File: src/rtl/uart_tx_write_periph.sv
// ---------------------------------------------------------------------------
// uart_tx_write_periph
//
// Write-side memory-mapped UART transmitter for the single-cycle RISC-V MCU.
// CPU stores that land in the 0x2XXX peripheral window are decoded into a
// CTRL register and a DATA register.  A send command serialises the DATA
// byte onto tx_o as 8N1 (start bit, 8 data bits LSB first, stop bit).  Each
// bit lasts DIV = CLK_FREQ_HZ / BAUD_RATE clocks.
//
// Optional feature macro: UART_TX_IRQ_EN
//   defined   -> sticky tx-done flag in CTRL bit1 (write-1-to-clear) and an
//                irq_o output that mirrors it.
//   undefined -> irq_o port absent, CTRL bit1 reads 0, clear writes ignored.
//
// Ports
//   clk_i           in   1   core clock
//   rst_n_i         in   1   asynchronous reset, active low
//   we_i            in   1   CPU store strobe (one cycle per store)
//   Data_Address_o  in  32   store address from the ALU
//   wdata_i         in  32   store data
//   ctrl_rdata_o    out 32   CTRL read-back {30'b0, done, busy}
//   data_rdata_o    out 32   DATA read-back {24'b0, data_q}
//   tx_o            out  1   serial line, idles high, registered
//   irq_o           out  1   tx-done interrupt (UART_TX_IRQ_EN only)
// ---------------------------------------------------------------------------
module uart_tx_write_periph #(
  parameter int CLK_FREQ_HZ = 10_000_000,
  parameter int BAUD_RATE   = 9600
) (
  input  logic        clk_i,
  input  logic        rst_n_i,
  input  logic        we_i,
  input  logic [31:0] Data_Address_o,
  input  logic [31:0] wdata_i,
  output logic [31:0] ctrl_rdata_o,
  output logic [31:0] data_rdata_o,
  output logic        tx_o
`ifdef UART_TX_IRQ_EN
  ,
  output logic        irq_o
`endif
);

  localparam int DIV = CLK_FREQ_HZ / BAUD_RATE;
  localparam int CW  = (DIV > 1) ? $clog2(DIV) : 1;
  localparam logic [CW-1:0] DIV_LAST = CW'(DIV - 1);

  typedef enum logic [1:0] {
    IDLE  = 2'd0,
    START = 2'd1,
    DATA  = 2'd2,
    STOP  = 2'd3
  } state_t;

  state_t          state_q;
  logic [7:0]      data_q;
  logic [7:0]      shift_q;
  logic [2:0]      bit_cnt_q;
  logic [CW-1:0]   baud_cnt_q;
  logic            busy_q;
  logic            tx_q;
  logic            done_q;

  logic            ctrl_hit;
  logic            data_hit;
  logic            start_ok;
  logic            baud_wrap;
  logic            stop_last;

  // CTRL takes priority over DATA so that the write map matches the read
  // map; e.g. 0x2018 satisfies both patterns and must land in CTRL.
  assign ctrl_hit  = we_i && (Data_Address_o[15:12] == 4'h2)
                          && (Data_Address_o[7:4]   == 4'h1);
  assign data_hit  = we_i && !ctrl_hit
                          && (Data_Address_o[15:12] == 4'h2)
                          && (Data_Address_o[3:0]   == 4'h8);
  assign start_ok  = ctrl_hit && wdata_i[0] && (state_q == IDLE);
  assign baud_wrap = (baud_cnt_q == DIV_LAST);
  assign stop_last = (state_q == STOP) && baud_wrap;

  // DATA holding register.  Writable at any time; the frame in flight is
  // unaffected because it transmits from its own shift_q snapshot.
  always_ff @(posedge clk_i or negedge rst_n_i) begin
    if (!rst_n_i) begin
      data_q <= 8'h00;
    end else if (data_hit) begin
      data_q <= wdata_i[7:0];
    end
  end

  // Transmit FSM.  tx_q is loaded with the value of the state being
  // entered, so the line changes exactly on the state boundary and stays
  // glitch-free.  Every non-IDLE state lasts DIV clocks via baud_cnt_q.
  always_ff @(posedge clk_i or negedge rst_n_i) begin
    if (!rst_n_i) begin
      state_q    <= IDLE;
      shift_q    <= 8'h00;
      bit_cnt_q  <= 3'd0;
      baud_cnt_q <= '0;
      busy_q     <= 1'b0;
      tx_q       <= 1'b1;
    end else begin
      if (state_q == IDLE) begin
        baud_cnt_q <= '0;
      end else if (baud_wrap) begin
        baud_cnt_q <= '0;
      end else begin
        baud_cnt_q <= baud_cnt_q + CW'(1);
      end

      case (state_q)
        IDLE: begin
          tx_q <= 1'b1;
          if (start_ok) begin
            shift_q   <= data_q;
            busy_q    <= 1'b1;
            bit_cnt_q <= 3'd0;
            tx_q      <= 1'b0;
            state_q   <= START;
          end
        end
        START: begin
          if (baud_wrap) begin
            bit_cnt_q <= 3'd0;
            tx_q      <= shift_q[0];
            state_q   <= DATA;
          end
        end
        DATA: begin
          if (baud_wrap) begin
            if (bit_cnt_q == 3'd7) begin
              tx_q    <= 1'b1;
              state_q <= STOP;
            end else begin
              bit_cnt_q <= bit_cnt_q + 3'd1;
              tx_q      <= shift_q[bit_cnt_q + 3'd1];
            end
          end
        end
        STOP: begin
          tx_q <= 1'b1;
          if (baud_wrap) begin
            busy_q  <= 1'b0;
            state_q <= IDLE;
          end
        end
        default: begin
          tx_q    <= 1'b1;
          busy_q  <= 1'b0;
          state_q <= IDLE;
        end
      endcase
    end
  end

`ifdef UART_TX_IRQ_EN
  // Sticky done flag.  A clear in the same cycle as the final stop clock
  // loses, so a completion can never be silently dropped.
  always_ff @(posedge clk_i or negedge rst_n_i) begin
    if (!rst_n_i) begin
      done_q <= 1'b0;
    end else if (stop_last) begin
      done_q <= 1'b1;
    end else if (ctrl_hit && wdata_i[1]) begin
      done_q <= 1'b0;
    end
  end

  assign irq_o = done_q;
`else
  logic unused_done_inputs;
  assign unused_done_inputs = stop_last ^ wdata_i[1];
  assign done_q = 1'b0;
`endif

  // Address and data bits that the decode does not look at.
  logic unused_bits;
  assign unused_bits = ^{Data_Address_o[31:16], Data_Address_o[11:8],
                         wdata_i[31:8]};

  assign tx_o         = tx_q;
  assign ctrl_rdata_o = {30'b0, done_q, busy_q};
  assign data_rdata_o = {24'b0, data_q};

endmodule

File: config.mk
export PLATFORM = sky130hd
export DESIGN_NAME = uart_tx_write_periph
export DESIGN_NICKNAME = d
export VERILOG_FILES = /design/src/rtl/uart_tx_write_periph.sv
export SDC_FILE = /design/constraint.sdc
export NUM_CORES = 1
export LEC_CHECK = 0
export BUFFER_PORTS_ARGS = -buffer_cell sky130_fd_sc_hd__buf_2
export CAP_MARGIN = 20
export CORE_MARGIN = 8
export CORE_UTILIZATION = 47
export CTS_BUF_LIST = sky130_fd_sc_hd__clkbuf_8 sky130_fd_sc_hd__clkbuf_16
export CTS_CLUSTER_SIZE = 24
export DETAILED_ROUTE_END_ITERATION = 8
export GPL_TIMING_DRIVEN = 0
export PLACE_DENSITY = 0.86
export SLEW_MARGIN = 20
export SYNTH_ARGS = -nofsm -noshare
export SYNTH_HDL_FRONTEND = slang
export SYNTH_SLANG_ARGS = --single-unit
File: constraint.sdc
create_clock -name clk_i -period 6.55 [get_ports clk_i]
set_input_delay 0.655 -clock clk_i [delete_from_list [all_inputs] [get_ports clk_i]]
set_output_delay 0.655 -clock clk_i [all_outputs]
set_load 0.01 [all_outputs]
After elaboration in Yosys (flattened, before gate mapping)
Cells that the tools add are included.
{ "classes": {"add_sub_neg": 2, "magnitude_cmp": 1, "n_eq_ne": 14, "n_mux": 23, "n_reduce_logical": 16} }
{ "op_table": {"columns": ["cell", "count"], "rows": [
  ["$mux W11", 2],
  ["$mux W3", 4],
  ["$ne A2 B2 Y1 const B", 6],
  ["$add A11 B1 Y11 const B", 1],
  ["$eq A11 B11 Y1 const B", 1],
  ["$mux W2", 5],
  ["$reduce_and A5 Y1", 2],
  ["$pmux W3 S3", 1],
  ["$pmux W2 S4", 1],
  ["$logic_and A1 B1 Y1", 7],
  ["$mux W1", 7],
  ["$eq A2 B2 Y1 const B", 2],
  ["$eq A4 B1 Y1 const B", 1],
  ["$eq A4 B2 Y1 const B", 1],
  ["$eq A4 B4 Y1 const B", 1],
  ["$lt A3 B4 Y1 const B", 1],
  ["$pmux W1 S4", 1],
  ["$reduce_and A2 Y1", 2],
  ["$add A3 B1 Y3 const B", 1],
  ["$bmux W1 S3", 1],
  ["$eq A3 B3 Y1 const B", 1],
  ["$reduce_and A3 Y1", 1],
  ["$reduce_bool A3 Y1", 1],
  ["$eq A2 B1 Y1 const B", 1],
  ["other kinds (4)", 4]
]} }
{ "word_totals": {"register_bits": 34, "in_bits": 67, "out_inout_bits": 65, "elab_cells": 63} }

Logic depth before layout (Yosys ltp)
{ "depth": {"depth_word": 7, "ltp_mapped": 7, "ltp_nobuf": 6} }

Least setup slack after synthesis
No wires, ideal clock.
{ "synth_timing": {"kind": "input to register", "start": "in Data_Address_o[1]", "end": "reg data_q[0]", "setup_ps": 125, "arrival_time_ps": 2081, "required_ps": 6425, "setup_slack_ps": 4344, "cell_stages": 3, "path_buffers": 0, "path_cell_list": "or4b_2 -> nor3_2 -> mux2_2"} }
{ "synth_via": {"elab_chain_len": 2} }
{ "synth_lines": {"columns": ["item", "line", "rtl"], "rows": [
  ["from (decl)", "33", "input logic [31:0] Data_Address_o,"],
  ["$eq A4 B4 Y1", "76", "&& (Data_Address_o[3:0] == 4'h8);"],
  ["$logic_and A1 B1 Y1", "76", null],
  ["to (signal assigned)", "87", "data_q <= wdata_i[7:0];"],
  ["to (decl)", "56", "logic [7:0] data_q;"]
]} }
No other way between the ends.
A chain may end at the register's enable or synchronous reset.

Final worst setup path
{ "layout_timing": {"start": "in Data_Address_o[5]", "end": "reg shift_q[3]"} }
{ "layout_via": {"elab_chain_len": 5} }
{ "layout_lines": {"columns": ["item", "line", "rtl"], "rows": [
  ["$eq A4 B1 Y1", "73", "&& (Data_Address_o[7:4] == 4'h1);"],
  ["$logic_and A1 B1 Y1", "73", null],
  ["$logic_and A1 B1 Y1 (2 in a row)", "77", "assign start_ok = ctrl_hit && wdata_i[0] && (state_q == IDLE);"],
  ["$reduce_and A2 Y1 (no line)", null, null],
  ["to (signal assigned)", "115", "shift_q <= data_q;"],
  ["to (decl)", "57", "logic [7:0] shift_q;"]
]} }
No other way between the ends.

==> impl_results.md <==
* Power, Total at 0.7408 mW
* Hpwl dp at 3.390 mm
* # rows at 25
* Die area at 0.007102 mm²
* FFs w/ async S/R, synth at 100.0%
* Final std cells w/o fill at 353
* WHS at 0.4161 ns
* Vias in the first global route at 1,535
* Area of the mapped netlist at 0.002191 mm²
* IO Port Bufs at 32
* Setup TNS at 0 ns
* Slew Limit Fails at 0
* Post-synthesis compound-gate area fraction at 5.540%
* Hold Vio Cnt, Final at 0
* WL per Instance at 11.99 µm
* Max Fclk at 448.1 MHz
* Placed instance count at 345
* Pre-antenna DRT Iters at 4
* CTS H-tree depth at 2
* Top post-synthesis cells by area: dfrtp_1 38%, buf_4 19%, mux2_2 8.7%
* Post-CTS sizing at 0
* Final Setup Violations at 0
* Max-cap violations at 0
* Clock skew at 0.008398 ns
* Core footprint at 0.004598 mm²
* CP endpoint kind: flip-flop
* Drt first-iter violations at 48
* Commonest cells in the netlist: 56 x buf_4, 33 x dfrtp_1, 17 x mux2_2
* RSZ-0062 raised after global routing: no
* Clock-pin transition on the worst setup and hold timing paths at 0.08 ns
* Worst Setup SP: Data_Address_o[5]
* Seq cells post-synth at 34
* Worst hold path class: in2async
* Top_reg_cell synth: dfrtp_1
* Tightest Pin Transition at 0.7417 ns
* Post-synthesis mux area share at 11.82%
* Outcome: completed
* Most common cell in the netlist: buf_4
* Hold buffers post-CTS at 0
* Synth Instances at 205
* Post-Synth Simple-Gate Area at 13.36%
* Leading area contributor after synthesis: dfrtp_1
* Vias per inst at 4.374
* Routed via count at 1,544
* Synth warn at 0
* Layout cell share with drive strength beyond 1 at 41.14%
* Final core utilization at 60.00%
* RR Startpoint: baud_cnt_q[3]
* Syn_area_per_cell at 10.69 µm²
* Yosys cell types at 44
* Number of antenna violations at the first check in global routing at 0
* Register area share after synthesis at 38.89%
* Worst setup SP type: input port
* Detailed-route DRC error count at 0
* Max VDD drop at 274.2 µV
* Die H at 84.28 µm
* Clock sink count at 34
* CTS tree: built
* Routability cong. at 0.8115
* Overflow after GRT at 0
* GRT Overall Usage at 12.15%
* WP data required at 6.72 ns
* Area share of the largest cell type after synthesis at 37.69%
* Worst slew margin at 50.55%
* Pwr/cell area at 268.5 mW/mm²
* Net count reported at finish at 374
* # Post-CTS Setup Buffers at 0
* Largest family of logic cells by synthesized area: buffers and inverters
* DRT Wirelength at 4.231 mm
* Post-DRT Antenna Nets at 0
* Total CTS buffers at 5
* Post-synth EDFFs at 0
* Chip width at 84.28 µm
* Arr. time, crit path at 2.41 ns
* Period utilisation layout at 34.07%
* WS Path Type: in2reg
* Synth Area in XOR/XNOR at 3.598%
* Adder-cell share of the synthesized area at 5.140%
* Lkg Pwr at 1.546 nW
* Synth-to-layout area growth at 25.93%
* Clock tree buffer depth at 2
* Clock Tree Root: clkbuf_8
* Max FO, Critical Path at 8
* I/O pins at 132
* Tmin final at 2.231 ns
* Global-route wire length before repair at 7.148 mm
* Largest net degree at the start of global routing at 35
* Ant. Diodes at 0
* Initial Utilization at 47.65%
* Clock latency on the worst-skew pair at 0.30 ns
[power by group]
part / total [mW] / leakage (nW) / internal (mW) / switching, mW
Combinational: 0.247 / 1.02 / 0.116 / 0.131
Clock: 0.234 / 0.0683 / 0.152 / 0.0815
Sequential: 0.260 / 0.455 / 0.236 / 0.0241
Total: 0.741 / 1.55 / 0.504 / 0.237
[per-layer routing]
| metal | vias to the layer above | wire length (µm) | track usage, % |
|---|---|---|---|
| met5 | - | 0 | 0 |
| met4 | 0 | 63 | 5.181 |
| met3 | 5 | 512 | 6.680 |
| met2 | 68 | 2042 | 19.64 |
| met1 | 694 | 1612 | 12.72 |
| li1 | 777 | - | - |
[per-stage QoR]
| step | instance area [µm²] | setup WS (ns) |
|---|---|---|
| floorplan | 2394 | 4.344 |
| global placement | 2621 | 4.049 |
| detailed placement | 2621 | 4.030 |
| CTS | 2759 | 4.319 |
| global route | 2759 | 4.119 |
| finish | 2759 | 4.319 |
[logic make-up after synthesis]
kind of cell / after synthesis
xor gates and xnor gates: 9
muxes: 22
buffers and inverters: 67
and+or+nand+nor: 50
AOI/OAI and AO/OA: 13
adders and majority gates: 9
other: 1
DFF: 34
[layout make-up]
cell class                      instances  area (µm²)
Buffer                                 59       440.4
Timing Repair Buffer                   32       160.2
Inverter                                8       30.03
Sequential cell                        34       852.1
Multi-Input combinational cell        158        1071
Clock inverter                          3       68.82
Tap cell                               54       67.56
Fill cell                             413        1839
Clock buffer                            5       68.82
[state kept, by name, summed over array words and instances, names as in the netlist]
signal / flops
shift_q: 8
busy_q: 1
data_q: 8
tx_o: 1
bit_cnt_q: 3
baud_cnt_q: 11
state_q: 2
[final timing paths]
check / to / slack (ns) / cells past startpoint
worst min-delay path: data_q[2] / 0.42 / 1
worst max-delay path: shift_q[3] / 4.32 / 6
min in group clk_i: tx_o / 0.49 / 1
max in group asynchronous: baud_cnt_q[9] / 5.66 / 1
worst min register to register: tx_o / 0.49 / 1
worst max register to register: state_q[1] / 4.33 / 5
[cells in the final DEF (no fill, tap or decap), types with 2 or more instances in the layout]
cell	n
mux2_2	17
bufinv_16	2
nand4_1	5
and3_1	2
a41oi_1	2
dfrtp_1	33
buf_2	32
clkbuf_8	5
ha_1	9
xnor2_1	4
a22o_1	3
inv_1	8
conb_1	55
xor2_1	5
nor2_1	14
mux2i_1	3
buf_4	56
nand2_1	8
nor3_1	4
nand3_1	2
or3_1	3
[critical path, stage by stage]
cell	delay, ns
buf_2	0.09
nor4b_1	0.56
nand4_1	0.27
or2_1	0.27
clkbuf_1	0.23
mux2_2	0.33
Note: power is estimated with default switching activity, not from simulation.
